`src/rtl/max7219_chain_driver.sv`:
```
// max7219_chain_driver: bit-banged init/refresh/intensity driver for a daisy-chain of MAX7219 devices
// Ports: i_clock, i_reset (sync, active-high); i_update pulse captures i_data/i_decode into the shadow;
//        i_brightness is the live intensity value; o_busy/o_done report sequence status;
//        o_sck/o_din/o_load drive CLK/DIN/LOAD of the chain (device 0 nearest o_din).
// Optional: define MAX7219_SHUTDOWN_EN to add i_blank, which rewrites the shutdown register from IDLE.
module max7219_chain_driver #(
    parameter int N_DEV   = 1,
    parameter int N_DIG   = 8,
    parameter int CLK_DIV = 4
) (
    input  logic                     i_clock,
    input  logic                     i_reset,
    input  logic                     i_update,
    input  logic                     i_decode,
    input  logic [3:0]               i_brightness,
    input  logic [N_DEV*N_DIG*8-1:0] i_data,
`ifdef MAX7219_SHUTDOWN_EN
    input  logic                     i_blank,
`endif
    output logic                     o_busy,
    output logic                     o_done,
    output logic                     o_sck,
    output logic                     o_din,
    output logic                     o_load
);
    localparam int NB = 16 * N_DEV;
    localparam int DW = $clog2(2 * CLK_DIV);
    localparam int BW = $clog2(NB + 1);
    localparam int GW = (N_DIG > 1) ? $clog2(N_DIG) : 1;
    localparam int AW = N_DEV * N_DIG * 8;

    typedef enum logic [2:0] {
        S_INIT_SHDN, S_INIT_TEST, S_INIT_SCAN, S_SEND_DEC,
        S_SEND_INT, S_SEND_DIG, S_SEND_SHDN, S_IDLE
    } state_t;

    state_t          r_state, w_state_nx;
    logic            r_run, r_pending, r_sdec, r_adec, r_solo;
    logic [AW-1:0]   r_shadow, r_active;
    logic [3:0]      r_last;
    logic [DW-1:0]   r_div;
    logic [BW-1:0]   r_bit;
    logic [GW-1:0]   r_dig;
    logic            w_idle, w_latch, w_last_div, w_fend, w_refresh;
    logic            w_start_int, w_start_shdn, w_shdn_bit, w_din;
    logic [15:0]     w_cmd;
    logic [NB-1:0]   w_frame;

    // r_run is low for the cycle after reset so the pins sit at their idle levels before init starts
    assign w_idle      = r_state == S_IDLE;
    assign w_latch     = r_bit == BW'(NB);
    assign w_last_div  = r_div == DW'(2 * CLK_DIV - 1);
    assign w_fend      = r_run && w_latch && w_last_div;
    assign w_refresh   = r_pending || i_update;
    assign w_start_int = i_brightness != r_last;

`ifdef MAX7219_SHUTDOWN_EN
    logic r_last_blank;
    assign w_start_shdn = i_blank != r_last_blank;
    assign w_shdn_bit   = ~r_last_blank;
    always_ff @(posedge i_clock)
        if (i_reset)
            r_last_blank <= 1'b0;
        else if (r_run && w_idle && !w_refresh && w_start_shdn)
            r_last_blank <= i_blank;
`else
    assign w_start_shdn = 1'b0;
    assign w_shdn_bit   = 1'b1;
`endif

    always_ff @(posedge i_clock)
        r_state <= i_reset ? S_INIT_SHDN : w_state_nx;

    always_comb begin
        w_state_nx = r_state;
        if (r_run && w_idle)
            w_state_nx = w_refresh ? S_SEND_DEC : w_start_shdn ? S_SEND_SHDN :
                         w_start_int ? S_SEND_INT : S_IDLE;
        else if (w_fend)
            case (r_state)
                S_INIT_SHDN: w_state_nx = S_INIT_TEST;
                S_INIT_TEST: w_state_nx = S_INIT_SCAN;
                S_INIT_SCAN: w_state_nx = S_SEND_DEC;
                S_SEND_DEC:  w_state_nx = S_SEND_INT;
                S_SEND_INT:  w_state_nx = r_solo ? S_IDLE : S_SEND_DIG;
                S_SEND_DIG:  w_state_nx = (r_dig == GW'(N_DIG - 1)) ? S_IDLE : S_SEND_DIG;
                default:     w_state_nx = S_IDLE;
            endcase
    end

    // Frame image: device d owns bits [d*16 +: 16], so the MSB end leaves first and reaches the far device
    always_comb begin
        w_cmd = (r_state == S_INIT_SHDN) ? 16'h0C01 :
                (r_state == S_INIT_TEST) ? 16'h0F00 :
                (r_state == S_INIT_SCAN) ? {8'h0B, 8'(N_DIG - 1)} :
                (r_state == S_SEND_DEC)  ? {8'h09, {8{r_adec}}} :
                (r_state == S_SEND_INT)  ? {8'h0A, 4'h0, r_last} :
                (r_state == S_SEND_SHDN) ? {8'h0C, 7'h00, w_shdn_bit} : 16'h0000;
        w_frame = '0;
        for (int d = 0; d < N_DEV; d++)
            w_frame[d*16 +: 16] = (r_state == S_SEND_DIG) ?
                {8'(r_dig) + 8'd1, r_active[(d*N_DIG + int'(r_dig))*8 +: 8]} : w_cmd;
        w_din = 1'b0;
        for (int i = 0; i < NB; i++)
            if (r_bit == BW'(i))
                w_din = w_frame[NB-1-i];
    end

    always_ff @(posedge i_clock) begin
        if (i_reset) begin
            r_run     <= 1'b0;
            r_div     <= '0;
            r_bit     <= '0;
            r_dig     <= '0;
            r_pending <= 1'b0;
            r_shadow  <= '0;
            r_sdec    <= 1'b0;
            r_active  <= '0;
            r_adec    <= 1'b0;
            r_solo    <= 1'b0;
            r_last    <= '0;
        end else begin
            r_run <= 1'b1;
            if (r_run && !w_idle) begin
                r_div <= w_last_div ? '0 : r_div + 1'b1;
                if (w_last_div)
                    r_bit <= w_latch ? '0 : r_bit + 1'b1;
            end
            if (w_fend)
                r_dig <= (r_state == S_SEND_DIG && r_dig != GW'(N_DIG - 1)) ? r_dig + 1'b1 : '0;
            // Intensity data is taken from r_last, which is stable by the time its bits are shifted
            if (r_run && r_state == S_SEND_INT && r_div == '0 && r_bit == '0)
                r_last <= i_brightness;
            if (i_update) begin
                r_shadow <= i_data;
                r_sdec   <= i_decode;
            end
            if (r_run && w_idle) begin
                r_pending <= 1'b0;
                r_solo    <= !w_refresh;
                if (w_refresh) begin
                    r_active <= i_update ? i_data : r_shadow;
                    r_adec   <= i_update ? i_decode : r_sdec;
                end
            end else if (i_update)
                r_pending <= 1'b1;
        end
    end

    assign o_load = !r_run || w_idle || w_latch;
    assign o_sck  = !w_latch && r_div >= DW'(CLK_DIV);
    assign o_din  = w_din && !o_load;
    assign o_busy = r_run && (!w_idle || r_pending);
    assign o_done = w_fend && w_state_nx == S_IDLE;
endmodule

```
`config.mk`:
```
export PLATFORM = sky130hd
export DESIGN_NAME = max7219_chain_driver
export DESIGN_NICKNAME = d
export VERILOG_FILES = /design/src/rtl/max7219_chain_driver.sv
export SDC_FILE = /design/constraint.sdc
export NUM_CORES = 1
export LEC_CHECK = 0
export BUFFER_PORTS_ARGS = -buffer_cell sky130_fd_sc_hd__buf_2
export CORE_MARGIN = 10
export CORE_UTILIZATION = 24
export CTS_CLUSTER_SIZE = 28
export DETAILED_ROUTE_END_ITERATION = 7
export HOLD_SLACK_MARGIN = 0.02
export MAX_ROUTING_LAYER = met4
export SLEW_MARGIN = 10
export SYNTH_ARGS = -nofsm -noshare
export SYNTH_HDL_FRONTEND = slang
export SYNTH_SLANG_ARGS = --single-unit
```
`constraint.sdc`:
```
create_clock -name i_clock -period 2.7 [get_ports i_clock]
set_input_delay 0.54 -clock i_clock [delete_from_list [all_inputs] [get_ports i_clock]]
set_output_delay 0.54 -clock i_clock [all_outputs]
set_load 0.05 [all_outputs]
```
== Yosys cells after proc, flatten, opt, wreduce, memory -nomap -nowiden ==
Cells that the tools add are included.
Storage, ports and cells
  register bits after elaboration: 151
  bits of input ports: 72
  output and inout bits: 5
  word-level logic and storage cells: 108
Operators by class
  add/subtract/negate cells: 4
  order comparisons: 1
  eq/ne operators: 28
  shift-type cells: 1
  multiplexer cells: 35
  reduce and logical (&&, ||, !) cells: 27
Operator list (number)
  12-bit 2-to-1 mux: 7
  64-bit 2-to-1 mux: 1
  64-bit by 7-bit indexed part select with 8-bit output: 1
  5-bit by 4-bit equality test with 1-bit output, second input constant: 8
  3-bit equality test, second input constant: 7
  5-bit by 3-bit equality test with 1-bit output, second input constant: 4
  3-bit case mux with 6 select lines: 1
  1-bit 2-to-1 mux: 17
  3-bit 2-to-1 mux: 5
  1-bit logical AND: 12
  5-bit by 2-bit equality test with 1-bit output, second input constant: 2
  3-bit by 1-bit adder with 3-bit output, second input constant: 2
  3-bit by 2-bit equality test with 1-bit output, second input constant: 2
  3-bit zero test: 2
  2-bit 2-to-1 mux: 3
  5-bit by 1-bit adder with 5-bit output, second input constant: 1
  5-bit by 1-bit equality test with 1-bit output, second input constant: 1
  5-bit equality test, second input constant: 1
  1-bit zero test: 5
  5-bit zero test: 1
  5-bit 2-to-1 mux: 1
  3-bit by 1-bit adder with 4-bit output, second input constant: 1
  1-bit logical OR: 4
  4-bit != test: 1
  other kinds (5): 6

== Depth between registers and ports, before layout ==
  depth after elaboration: 21
  gate-level depth with buffers: 10
  gate-level depth less buffers: 9

== Worst setup path before layout ==
Ideal clock, no wire load.
  kind: register -> output
  start point: register r_bit[0]
  end point: output o_din
  arrival: 2.644 ns
  data required time: 2.160 ns
  path slack: -0.484 ns
  cell stages (with the launch flop): 11
  buffers on the path: 1
  cell sequence: dfxtp_1 > ha_1 > clkbuf_1 > and3_1 > ha_1 > nand2b_1 > nor4_1 > nand3_1 > a31oi_1 > nand2_1 > o211ai_1
On the way
  word-level cells in the longest chain between the ends: 16
Ends and longest elaborated chain
  from (decl): RTL line 42  | logic [BW-1:0] r_bit;
  from (signal assigned): RTL line 127  | r_bit <= w_latch ? '0 : r_bit + 1'b1;
  5-bit by 2-bit equality test with 1-bit output: RTL line 105  | if (r_bit == BW'(i))
  1-bit 2-to-1 mux (14 in series): RTL line 105
  1-bit logical AND *: RTL line 152  | assign o_din = w_din && !o_load;
  to (decl): RTL line 23  | output logic o_din,
Mark *: on every way between the ends. The rest lies on a longest branch, timed or not.

== Final worst setup path ==
  start point: register r_dig[0]
  end point: output o_din
On the way
  word-level cells in the longest chain between the ends: 15
Ends and longest elaborated chain
  from (decl): RTL line 43  | logic [GW-1:0] r_dig;
  from (signal assigned): RTL line 130  | r_dig <= (r_state == S_SEND_DIG && r_dig != GW'(N_DIG - 1)) ? r_dig + 1'b1 : '0;
  3-bit by 1-bit adder with 4-bit output: RTL line 102  | {8'(r_dig) + 8'd1, r_active[(d*N_DIG + int'(r_dig))*8 +: 8]} : w_cmd;
  12-bit 2-to-1 mux *: RTL line 101  | w_frame[d*16 +: 16] = (r_state == S_SEND_DIG) ?
  1-bit 2-to-1 mux (11 in series): RTL line 105
  1-bit 2-to-1 mux *: RTL line 105
  1-bit logical AND *: RTL line 152
Marks and branches as above.

==> impl_metrics.toml <==
[critical_path]
reg2reg_depth = 6
reg2reg_slack_ns = 0.54
reg2reg_from = "r_state[0]"
start_kind = "flip-flop"
r2r-end = "r_active[27]"
cp.arrival_ns = 2.42
critPathKind = "reg -> out"
worst_setup_path_end_kind = "output port"
cp_data_required_time_ns = 2.16
crit_path_max_fanout = 5

[finish]
multiInputGateArea_um2 = 3050
nets = 744
drive_gt1_share_pct = 28.0
antenna_cells = 0
seq_area_um2 = 3030
fillers = 2581
syn_to_final_growth_pct = 26.5

[cts]
clock-sinks = 151
tritoncts = "yes"
cts_htree_levels = 4
clock_latency_ns = 0.42
clkSlewWorstSetupHoldPaths_ns = 0.06
clock_path_buffers = 2
cts_root_buf = "clkbuf_16"
cts_made_buffers = 17

[synth]
ys.flop_type = "dfxtp_1"
synth_most_common_cell = "dfxtp_1"
ys_seq_area_share_pct = 48.7
synth_area_um2 = 6200
ys_warn_count = 0
synthCells = 578
yosys-top-cells-count = "dfxtp_1, nor2_1, mux2i_1"
synth-edff-count = 0
syn_avg_cell_area_um2 = 10.7
yosysUniqueCellTypes = 55
synth_top_cell_area_share_pct = 48.7
synth_nets = 660
synth_area_leader_cell = "dfxtp_1"
ys_async_sr_fraction_pct = 0
ys_seq_elements = 151
synth.top_cells.by_area = "dfxtp_1, mux2i_1, o22a_1"

[detailed_routing]
vias_per_cell = 4.62
ant_nets = 0
drc_errors = 0
wire_per_inst_um = 16.2
drtIter0Drc = 310
dr.pass1.iters = 5
via_count = 4645
routed_wl_um = 16300

[timing]
relSlewSlack_pct = 59.7
period_share_pct = 110
setup_tns_ns = -0.366
setup_violations = 2
slew_viol_final = 0
fmaxAchievable_ghz = 0.338
skew_ns = 0.00482
hold_viol_final = 0
fin_crit_ns = 2.96
fin_ws_ns = -0.262
rsz0062_at_grt = "yes"
worst_slew_pin_slew_ns = 0.604

[worst_hold_path]
holdPathStages = 3
hold_class = "in -> reg"
hp-start = "i_brightness[1]"
whs_endpoint = "r_last[1]"

[global_route]
grt_max_degree = 41
antenna_found_initial = 0
gr-total-overflow = 0
grt_use_total_pct = 10.1
grt_pass1_wl_um = 25800
grt_pass1_vias = 4611

[pwr]
ir_drop_mv = 0.428
power_leakage_uw = 0.00356
powerDensity_nw_per_um2 = 645

[die]
fp-row-count = 58
start_util_pct = 24.5
die_w_um = 181
die_h_um = 181
io_pins = 77
die_area_um2 = 32700
coreArea_um2 = 25300

[place]
place_hpwl_um = 11800
place_congestion = 0.825
portBuffers = 76
pre_cts_ws_ns = 0.0311

[run_status]
status = "finished, violations left"
violations = "setup timing"

[job]
cap_violations = 0
==> critical path, stage by stage, from the launching register on <==
cell and delay, ns:
dfxtp_4 0.38, buf_12 0.13, mux4_1 0.54, mux2_2 0.28
o21ai_1 0.17, a31oi_2 0.12, nand2_1 0.08, o211ai_1 0.12
buf_6 0.18
==> power breakdown <==
group / switching, uW / internal, uW / leakage [uW] / total [uW]
clock network: 920 / 1550 / 0.000295 / 2470
logic: 161 / 124 / 0.00203 / 285
registers: 18.5 / 2290 / 0.00123 / 2310
total: 1100 / 3970 / 0.00356 / 5070
==> routing by layer <==
layer | track usage, % | share of wire, % | vias up
met3 | 2.42 | 4.0 | 11
met5 | - | 0 | -
met4 | 2.95 | 0.73 | 0
li1 | - | - | 2292
met1 | 13.0 | 49 | 2235
met2 | 15.6 | 47 | 107
==> area by class of cell <==
class                      count  area share, %
tap                          330           5.26
clock inverter                10           1.82
clock buffer                  22           6.17
sequential                   151           38.6
timing repair buffer         109           8.81
inverter                      11          0.526
multi-input combinational    372           38.8
==> registers in the layout, indices dropped and copies added (netlist names) <==
| name | flops |
|---|---|
| r_active | 64 |
| r_adec | 1 |
| r_bit | 5 |
| r_dig | 3 |
| r_div | 3 |
| r_last | 4 |
| r_pending | 1 |
| r_run | 1 |
| r_sdec | 1 |
| r_shadow | 64 |
| r_solo | 1 |
| r_state | 3 |
==> cells in the final DEF, fill, tap and decap left out, drive strengths merged, types with 2 or more instances in the layout <==
cell type    n
nand4        3
nand2b       3
mux2i       72
a22oi        3
a2111oi      2
o211ai       2
o21ai        9
nand2       15
and3         3
nor3         7
xnor2        4
bufinv       3
o22a        65
nand3       10
o22ai        6
dfxtp      151
and3b        3
clkinvlp     4
inv         12
nor3b        2
mux2         2
clkinv       2
clkbuf      22
buf        109
nand4b       3
nor2        88
mux4        16
o21a         5
ha          10
a21oi       10
nor2b        8
a31oi        3
o2111ai      2
==> metrics by stage <==
stage	std cells	total power, uW	utilization (%)	hold WS (ns)	cell area (um^2)
finish	1005	5070	31.0	0.384	7850
global route	1005	5270	31.0	0.397	7850
CTS	1005	5130	30.9	0.368	7830
detailed placement	965	2650	27.8	0.457	7030
global placement	965	2640	27.8	0.456	7030
floorplan	578	2530	-	0.436	6250
==> logic make-up after synthesis <==
group,after synthesis,share of synthesized area [%]
xor+xnor,5,0.706
mux,90,18.0
fa+ha+maj,10,2.02
compound gates,115,14.8
simple gates,152,11.7
buf+inv,55,4.13
flops,151,48.7
==> worst max path at each step <==
stage               endpoint  slack (ns)      from  cells past startpoint
global placement       o_din        0.07  r_bit[0]                     10
CTS                    o_din       -0.21  r_bit[1]                     10
finish                 o_din       -0.26  r_dig[0]                      8
detailed placement     o_din        0.03  r_bit[0]                     10
floorplan              o_din       -0.34  r_bit[0]                     10
global route           o_din       -0.38  r_bit[1]                     10
==> repair_timing <==
| action | in CTS | in global routing |
|---|---|---|
| cloned | 1 | 0 |
| endpoints found under the setup margin | 2 | 3 |
| hold buffers | 0 | 0 |
| resized for setup | 23 | 7 |
| pin swaps | 11 | 1 |
| buffers inserted | 7 | 0 |
(Power assumes the default switching activity.)
